File: src/rtl/ip_tx_deframer.sv
// ip_tx_deframer: turns the TX byte FIFO stream into an IP TX header plus a payload AXI-Stream.
// A 13-byte descriptor (dest, src, proto, ttl, total length, dscp/ecn) precedes each payload.
// Malformed descriptors are consumed and dropped, so the stream stays aligned.
// Build option IP_TX_DEFRAMER_STATS_EN: when defined, saturating frame/drop counters are implemented.
// When it is undefined, frame_count and drop_count are tied to zero.
module ip_tx_deframer #(
    parameter int MAX_IP_LEN = 1500,
    parameter int IP_HDR_LEN = 20
) (
    input  logic         clk,
    input  logic         rst,
    input  logic [7:0]   din_dout,
    input  logic         din_empty,
    output logic         din_rd_en,
    output logic         tx_hdr_valid,
    input  logic         tx_hdr_ready,
    output logic [103:0] tx_hdr,
    output logic [7:0]   tx_payload_tdata,
    output logic         tx_payload_tvalid,
    input  logic         tx_payload_tready,
    output logic         tx_payload_tlast,
    output logic         busy,
    output logic [15:0]  frame_count,
    output logic [15:0]  drop_count
);
    localparam logic [15:0] MAX_LEN = 16'(MAX_IP_LEN);
    localparam logic [15:0] HDR_LEN = 16'(IP_HDR_LEN);

    typedef enum logic [1:0] {S_HDR, S_HDR_OUT, S_PAYLOAD, S_DISCARD} state_t;

    state_t        state_q, state_d;
    logic [3:0]    idx_q, idx_d;
    logic [15:0]   rem_q, rem_d;
    logic [103:0]  hdr_q, hdr_d;
    logic          hdr_valid_q, hdr_valid_d;
    logic [15:0]   len;
    logic          tvalid, xfer, last, pop;
    logic          frame_done, desc_drop;

    // Total length already sits in the header register once bytes 10-11 are in.
    assign len = hdr_q[23:8];

    // FIFO-side handshakes follow the FWFT empty flag directly; reset forces them low at once.
    always_comb begin
        tvalid = ~rst & (state_q == S_PAYLOAD) & ~din_empty;
        xfer   = tvalid & tx_payload_tready;
        last   = (state_q == S_PAYLOAD) & (rem_q == 16'd1);
        pop    = xfer | (~rst & ~din_empty & ((state_q == S_HDR) | (state_q == S_DISCARD)));
    end

    // Next-state: descriptor collection, header handoff, payload count-down, discard.
    always_comb begin
        state_d    = state_q;
        idx_d      = idx_q;
        rem_d      = rem_q;
        hdr_d      = hdr_q;
        frame_done = 1'b0;
        desc_drop  = 1'b0;
        case (state_q)
            S_HDR: begin
                if (pop) begin
                    if (idx_q == 4'd12) begin
                        // last descriptor byte is {dscp, ecn}; header port wants {ecn, dscp}
                        hdr_d[7:0] = {din_dout[1:0], din_dout[7:2]};
                        idx_d      = 4'd0;
                        if (len > MAX_LEN) begin
                            state_d = S_DISCARD;
                            rem_d   = len - HDR_LEN;
                        end else if (len > HDR_LEN) begin
                            state_d = S_HDR_OUT;
                        end else begin
                            desc_drop = 1'b1;
                        end
                    end else begin
                        for (int b = 0; b < 12; b++) begin
                            if (idx_q == 4'(b)) hdr_d[103 - 8*b -: 8] = din_dout;
                        end
                        idx_d = idx_q + 4'd1;
                    end
                end
            end
            S_HDR_OUT: begin
                if (tx_hdr_ready) begin
                    rem_d   = len - HDR_LEN;
                    state_d = S_PAYLOAD;
                end
            end
            S_PAYLOAD: begin
                if (xfer) begin
                    rem_d = rem_q - 16'd1;
                    if (last) begin
                        state_d    = S_HDR;
                        frame_done = 1'b1;
                    end
                end
            end
            S_DISCARD: begin
                if (pop) begin
                    rem_d = rem_q - 16'd1;
                    if (rem_q == 16'd1) begin
                        state_d   = S_HDR;
                        desc_drop = 1'b1;
                    end
                end
            end
            default: state_d = S_HDR;
        endcase
        hdr_valid_d = (state_d == S_HDR_OUT);
    end

    // FSM and datapath registers; reset abandons any frame in flight.
    always_ff @(posedge clk or posedge rst) begin
        if (rst) begin
            state_q     <= S_HDR;
            idx_q       <= 4'd0;
            rem_q       <= 16'd0;
            hdr_q       <= '0;
            hdr_valid_q <= 1'b0;
        end else begin
            state_q     <= state_d;
            idx_q       <= idx_d;
            rem_q       <= rem_d;
            hdr_q       <= hdr_d;
            hdr_valid_q <= hdr_valid_d;
        end
    end

    assign din_rd_en         = pop;
    assign tx_hdr_valid      = hdr_valid_q;
    assign tx_hdr            = hdr_q;
    assign tx_payload_tvalid = tvalid;
    assign tx_payload_tdata  = tvalid ? din_dout : 8'd0;
    assign tx_payload_tlast  = last;
    assign busy              = ~((state_q == S_HDR) & (idx_q == 4'd0));

`ifdef IP_TX_DEFRAMER_STATS_EN
    logic [15:0] frame_cnt_q, frame_cnt_d, drop_cnt_q, drop_cnt_d;

    // Saturating event counters
    always_comb begin
        frame_cnt_d = frame_cnt_q;
        drop_cnt_d  = drop_cnt_q;
        if (frame_done && frame_cnt_q != 16'hFFFF) frame_cnt_d = frame_cnt_q + 16'd1;
        if (desc_drop && drop_cnt_q != 16'hFFFF) drop_cnt_d = drop_cnt_q + 16'd1;
    end

    // Counter registers
    always_ff @(posedge clk or posedge rst) begin
        if (rst) begin
            frame_cnt_q <= 16'd0;
            drop_cnt_q  <= 16'd0;
        end else begin
            frame_cnt_q <= frame_cnt_d;
            drop_cnt_q  <= drop_cnt_d;
        end
    end

    assign frame_count = frame_cnt_q;
    assign drop_count  = drop_cnt_q;
`else
    logic unused_stats;
    assign unused_stats = frame_done ^ desc_drop;
    assign frame_count  = 16'd0;
    assign drop_count   = 16'd0;
`endif

endmodule
File: config.mk
export PLATFORM = sky130hd
export DESIGN_NAME = ip_tx_deframer
export DESIGN_NICKNAME = d
export VERILOG_FILES = /design/src/rtl/ip_tx_deframer.sv
export SDC_FILE = /design/constraint.sdc
export NUM_CORES = 1
export LEC_CHECK = 0
export BUFFER_PORTS_ARGS = -buffer_cell sky130_fd_sc_hd__buf_2
export CORE_UTILIZATION = 56
export CTS_BUF_LIST = sky130_fd_sc_hd__clkbuf_16
export DETAILED_ROUTE_END_ITERATION = 7
export PLACE_DENSITY = 0.84
export SYNTH_ARGS = -nofsm -noshare
export SYNTH_HDL_FRONTEND = slang
export SYNTH_SLANG_ARGS = --single-unit
File: constraint.sdc
create_clock -name clk -period 9.9 [get_ports clk]
set_input_delay 0.495 -clock clk [delete_from_list [all_inputs] [get_ports clk]]
set_output_delay 0.495 -clock clk [all_outputs]
set_load 0.01 [all_outputs]
==> metrics.md, run 1 <==
| Metric | Value |
|---|---|
| Run status | complete, no violations |
| Die height | 108.6 um |
| Global route overflow | 0 |
| Maximum number of pins on one net before global-route repair | 75 |
| Die X-Extent | 108.6 um |
| Die ar. | ~0.012 mm2 |
| Fillers | ~780 |
| CTS Buffer Depth | 2 |
| Initial DRC count | 309 |
| Routability congestion estimate | 0.8396 |
| Post-layout min period | 2.844 ns |
| Resized Gates After CTS | 0 |
| DRC viols | 0 |
| Setup-failing EPs final | 0 |
| Vias | 4693 |
| Port Buf Inserts | 129 |
| Distinct cells, synth | 71 |
| Power density cells | 325.5 mW/mm2 |
| Share of the synthesized area in the top cell type | 49.98% |
| First-pass GRT wire length | 25.12 mm |
| Placed inst area | 0.006932 mm2 |
| CTS buffer count | 17 |
| Area leader, netlist | dfrtp_1 |
| FFs w/ async S/R, synth | between 90% and 100% |
| Fin crit share | 28.73% |
| Fin area | 0.007501 mm2 |
| IO Pins | about 160 |
| Final hold vios | 0 |
| Commonest non-fill, non-tap cell in the layout | buf_2 |
| Tot GR Track Use | 28.81% |
| Growth of design area from synthesis to finish | 17.97% |
| Ant diodes | 0 |
| Critical path fanouts, max | 14 |
| Setup TNS | 0 ns |
| Vias in the first global route | 4671 |
| Hold/Removal Path Class | input pin to async pin |
| Placed insts | 766 |
| Filler-free cell count of the finished design | 797 |
| Relative slew slack | 39.95% |
| Commonest cells after routing, fill and taps aside | 129 x buf_2, 127 x dfrtp_1, 104 x mux2_2 |
| Initial antenna violation count | 0 |
| Most common flop cell mapped by yosys | dfrtp_1 |
| # hold bufs at CTS | 0 |
| First-pass detailed-route iteration total | 4 |
| CTS H-Tree Depth | 4 |
| Mean Syn Cell Area | between 10 and 15 um2 |
| Setup Fix Bufs, Post-CTS | 0 |
| Hold_ws | about 0.20 ns |
| Leak | approximately 3.9 nW |
| CP endpoint kind | flip-flop |
| Clock Tree Root | clkbuf_16 |
| Detail Route Antenna Nets | 0 |
| Worst skew pair latency | slightly above 0.4 ns |
| Clk_skew | 0.007495 ns |
| Avg WL per Cell | 19.91 um |
| Via density per instance | 5.888 |
| WL final | 15.87 mm |
| Final net count | 671 |
| Measured slew at the worst slew-check pin | approximately 0.9 ns |
| Synth area leaders | dfrtp_1 50%, mux2_2 18%, buf_4 4.1% |
| Mapped Cells | 524 |
| Critical path required time | 10.19 ns |
| Number of synthesized flops with an enable pin | 0 |
| RSZ-0062 raised after global routing | false |
| CORE AREA | 0.01094 mm2 |
| CTS tree | done |
| Synth Cell Area | 0.006359 mm2 |
| F_max | 0.3516 GHz |
| Critical Path AT | 3.14 ns |
| Share of cells above drive strength 1 | 44.60% |
| Yosys Warn Count | 0 |
| Final HPWL DP | around 10 mm |
| Synth Register Bits | 127 |
| Critical path startpoint category | flip-flop |
| Sink Count | between 100 and 150 |
| CP Class | flip-flop to flip-flop |
| Slew Viols, Final | 0 |
| Initial core utilization | 58.15% |
| Worst vdd ir | 0.1950 mV |
| Clock transition at the registers of the reported paths | about 0.06 ns |
| Max_cap viols | 0 |
| Sequential-to-total area share from yosys stat | 49.98% |
| Site row count | 38 |
==> kinds of logic after synthesis <==
group           share of synthesized area (%)
xor+xnor                                1.378
flops                                   49.98
compound gates                          8.993
other cells                           0.05898
buf+inv                                 6.828
simple gates                            11.63
fa+ha+maj                               2.558
mux                                     18.58
==> state kept, by name, summed over array words and instances (netlist names) <==
register / flops
idx_q: 4
tx_hdr_valid: 1
rem_q: 16
state_q: 2
tx_hdr: 104
==> layer usage <==
| layer | GRT usage, % | share of wire (%) | vias up |
|---|---|---|---|
| li1 | - | - | 2066 |
| met1 | 36.52 | 40 | 2386 |
| met2 | 46.11 | 50 | 210 |
| met3 | 8.680 | 7.6 | 31 |
| met4 | 11.78 | 2.5 | 0 |
| met5 | 0 | 0 | - |
==> metrics by stage <==
stage                     power, W  utilization (%)  worst slack (ns)
after floorplan           0.001505                -             6.021
after CTS                 0.002439            68.59             7.069
after global routing      0.002575            68.59             6.868
final                     0.002442            68.59             7.056
after detailed placement  0.001820            63.39             6.974
after global placement    0.001771            63.39             7.190
==> cell type report <==
| type | instances | area (um2) | area share (%) |
|---|---|---|---|
| clock buffer | 17 | 425.4 | 5.671 |
| multi-input combinational | 354 | 2863 | 38.17 |
| inverter | 14 | 55.05 | 0.7339 |
| tap | 140 | 175.2 | 2.335 |
| timing repair buffer | 131 | 660.6 | 8.807 |
| clock inverter | 14 | 143.9 | 1.918 |
| sequential | 127 | 3178 | 42.37 |
==> synth_stat cells (11+ instances only) <==
| master | count |
|---|---|
| ha_1 | 13 |
| o21ai_0 | 11 |
| nand3_1 | 11 |
| a211oi_1 | 15 |
| dfrtp_1 | 127 |
| inv_1 | 14 |
| a21oi_1 | 13 |
| clkbuf_1 | 14 |
| and3_1 | 17 |
| mux2_2 | 104 |
| nor2_1 | 23 |
| nand2_1 | 11 |
| buf_4 | 35 |
==> worst max-delay path: stages, from the launching register on <==
cell and delay [ns]:
dfrtp_1 0.41, inv_1 0.10, ha_1 0.44, a21bo_2 0.26
and3_1 0.43, nand2_1 0.27, nor3_4 0.40, mux2_2 0.40
==> final timing paths <==
kind	startpoint	to	slack, ns	cells after the start
min in group clk	tx_hdr_ready	state_q[1]$_DFF_PP0_	0.41	3
max	state_q[0]$_DFF_PP0_	tx_hdr[79]$_DFFE_PP0P_	7.06	7
min	rst	tx_hdr_valid$_DFF_PP0_	0.20	2
max in group asynchronous	rst	tx_hdr[19]$_DFFE_PP0P_	8.28	3
min reg2reg	tx_hdr[70]$_DFFE_PP0P_	tx_hdr[70]$_DFFE_PP0P_	0.50	1
max reg2reg	state_q[0]$_DFF_PP0_	tx_hdr[79]$_DFFE_PP0P_	7.06	7
==> report_power, final <==
part | leakage [nW] | switching [W] | internal (W)
Sequential | 1.64 | 0.000184 | 0.000724
Clock | 0.273 | 0.000233 | 0.000368
Combinational | 1.96 | 0.000490 | 0.000443
Total | 3.86 | 0.000906 | 0.00154
Note: power is estimated with default switching activity, not from simulation.
==> inputs of run 2 (changes only) <==
- CORE_UTILIZATION: 56 -> 48
- PLACE_DENSITY: 0.84 -> 0.76
- clock period: 9.9 -> 2.6 ns (I/O delays scaled with it)
==> run 2 against run 1 <==
  * Wire length grew 0.47%
  * Core utilization shrank 8.3 points
  * Total power increased to 3.9 times the previous value
  * Die area rose by 16%
  * Clock-buffer cell count stayed put
  * Combinational power increased to 3.9 times the previous value
  * Via count rose by 0.11%
  * Critical path type unchanged
  * Clock power grew to 4.0 times the previous value
  * Sequential power rose to 3.8 times the previous value
  * Critical path depth unchanged
  * Largest cell class unchanged
  * Register-to-register slack worse by 6.9 ns
  * Flip-flop and latch count unchanged
==> metrics.md, run 2 (synthesized netlist as in run 1, its figures left out) <==
| Metric | Value |
|---|---|
| Run status | complete, no violations |
| Initial core utilization | ~50% |
| CTS buffer count | 17 |
| Max_cap viols | 0 |
| Reg2reg start | state_q[1]$_DFF_PP0_ |
| Sink Count | 127 |
| Hold/Removal Path Class | input pin to flip-flop |
| Avg WL per Cell | about 19 um |
| Worst Hold Depth | 3 |
| Max FFs per register | 104 |
| Die height | around 120 um |
| Slew Viols, Final | 0 |
| First-pass detailed-route iteration total | 4 |
| Growth of design area from synthesis to finish | 21.15% |
| Site row count | 41 |
| FF-to-FF setup slack | about 0.15 ns |
| Global route overflow | 0 |
| Clk_skew | between 0.01 and 0.015 ns |
| CTS tree | done |
| CP endpoint kind | flip-flop |
| Die ar. | 0.01371 mm2 |
| Place WS | roughly 0.15 ns |
| CP Class | flip-flop to flip-flop |
| Measured slew at the worst slew-check pin | 0.6461 ns |
| F_max | roughly 0.41 GHz |
| Setup TNS | 0 ns |
| Vias in the first global route | 4542 |
| CORE AREA | 0.01277 mm2 |
| R2R Path End | tx_hdr[42]$_DFFE_PP0P_ |
| First-pass GRT wire length | about 25 mm |
| IO Pins | 162 |
| Final net count | 684 |
| Power density cells | about 1200 mW/mm2 |
| Worst skew pair latency | around 0.42 ns |
| RSZ-0062 raised after global routing | false |
| Critical path required time | 2.89 ns |
| Worst vdd ir | 0.6108 mV |
| Fin crit share | between 90% and 100% |
| Vias | 4698 |
| Final worst slack | 0.1513 ns |
| WL final | 15.94 mm |
| Initial DRC count | 197 |
| Post-layout min period | 2.449 ns |
| Routability congestion estimate | about 0.85 |
| Critical Path AT | 2.74 ns |
| Detail Route Antenna Nets | 0 |
| Power, Total | 0.009477 W |
| Final hold vios | 0 |
| HP Start | tx_hdr_ready |
| Critical path startpoint category | flip-flop |
| Relative slew slack | 56.92% |
| Setup-failing EPs final | 0 |
| Via density per instance | 5.586 |
| Port Buf Inserts | 129 |
| Die X-Extent | roughly 120 um |
| Critical path fanouts, max | 8 |
| Commonest non-fill, non-tap cell in the layout | buf_2 |
| Cells on worst reg2reg path | 7 |
| Maximum number of pins on one net before global-route repair | 76 |
| Hold_ws | between 0.08 and 0.09 ns |
| DRC viols | 0 |
| Hold Path Sink | state_q[1]$_DFF_PP0_ |
| Clock Tree Root | clkbuf_16 |
| Clock transition at the registers of the reported paths | 0.06 ns |
| Final HPWL DP | roughly 11 mm |
| Initial antenna violation count | 0 |
| Ant diodes | 0 |
| Leak | 3.936 nW |
| CTS H-Tree Depth | 4 |
| Share of cells above drive strength 1 | around 45% |
| Tot GR Track Use | between 20% and 30% |
| CTS Buffer Depth | 2 |
| Commonest cells after routing, fill and taps aside | 129 x buf_2, 127 x dfrtp_1, 104 x mux2_2 |
==> run 2: where the power goes <==
group | internal, W | leakage, nW | total (W) | switching, W
registers | 0.00276 | 1.64 | 0.00344 | 0.000680
logic | 0.00175 | 2.02 | 0.00361 | 0.00186
clock network | 0.00158 | 0.279 | 0.00243 | 0.000851
total | 0.00609 | 3.94 | 0.00948 | 0.00339
==> run 2: how the worst max path moves through the flow <==
stage / end / slack, ns / from / cells past startpoint
finish: tx_hdr[42]$_DFFE_PP0P_ / 0.15 / state_q[1]$_DFF_PP0_ / 7
global route: tx_hdr[42]$_DFFE_PP0P_ / 0.0008 / state_q[1]$_DFF_PP0_ / 7
CTS: tx_hdr[99]$_DFFE_PP0P_ / 0.11 / state_q[1]$_DFF_PP0_ / 8
detailed placement: tx_hdr[87]$_DFFE_PP0P_ / 0.15 / state_q[1]$_DFF_PP0_ / 7
global placement: tx_hdr[86]$_DFFE_PP0P_ / 0.24 / state_q[1]$_DFF_PP0_ / 7
floorplan: tx_hdr[103]$_DFFE_PP0P_ / 0.50 / state_q[1]$_DFF_PP0_ / 8
==> run 2: metal layers <==
metal	wire [um]	global-route usage, %
met5	0	0
met2	8015	41.54
met1	6563	30.32
met3	1091	8.084
met4	271	8.692
==> run 2: area by class of cell <==
cell class / count / area, um2
clock buffers: 17 / 425.4
clock inverters: 13 / 173.9
fillers: 1001 / 5070
inverters: 14 / 56.30
multi-input cells: 354 / 2869
flip-flops and latches: 127 / 3178
well taps: 172 / 215.2
repair buffers: 144 / 785.8
==> run 2: timing repair <==
action,4_1_cts,5_1_grt
setup endpoints to repair,0,17
setup buffers,0,1
hold buffers,1,0
endpoints found under the hold margin,75,0
gates resized for setup,0,2
==> run 2: critical path: stages, from the launching register on <==
cell and delay, ns:
dfrtp_1 0.43, inv_1 0.09, ha_1 0.29, a21bo_2 0.23, and3_1 0.30, nand2_1 0.20
nor2_2 0.40, mux2_2 0.39
==> run 2: through the flow <==
stage,utilization (%),cells,cell area [um2]
after floorplan,-,555,6479
after global placement,55.33,809,7068
after detailed placement,55.33,809,7068
after CTS,60.10,840,7677
after global routing,60.31,841,7704
final,60.31,841,7704
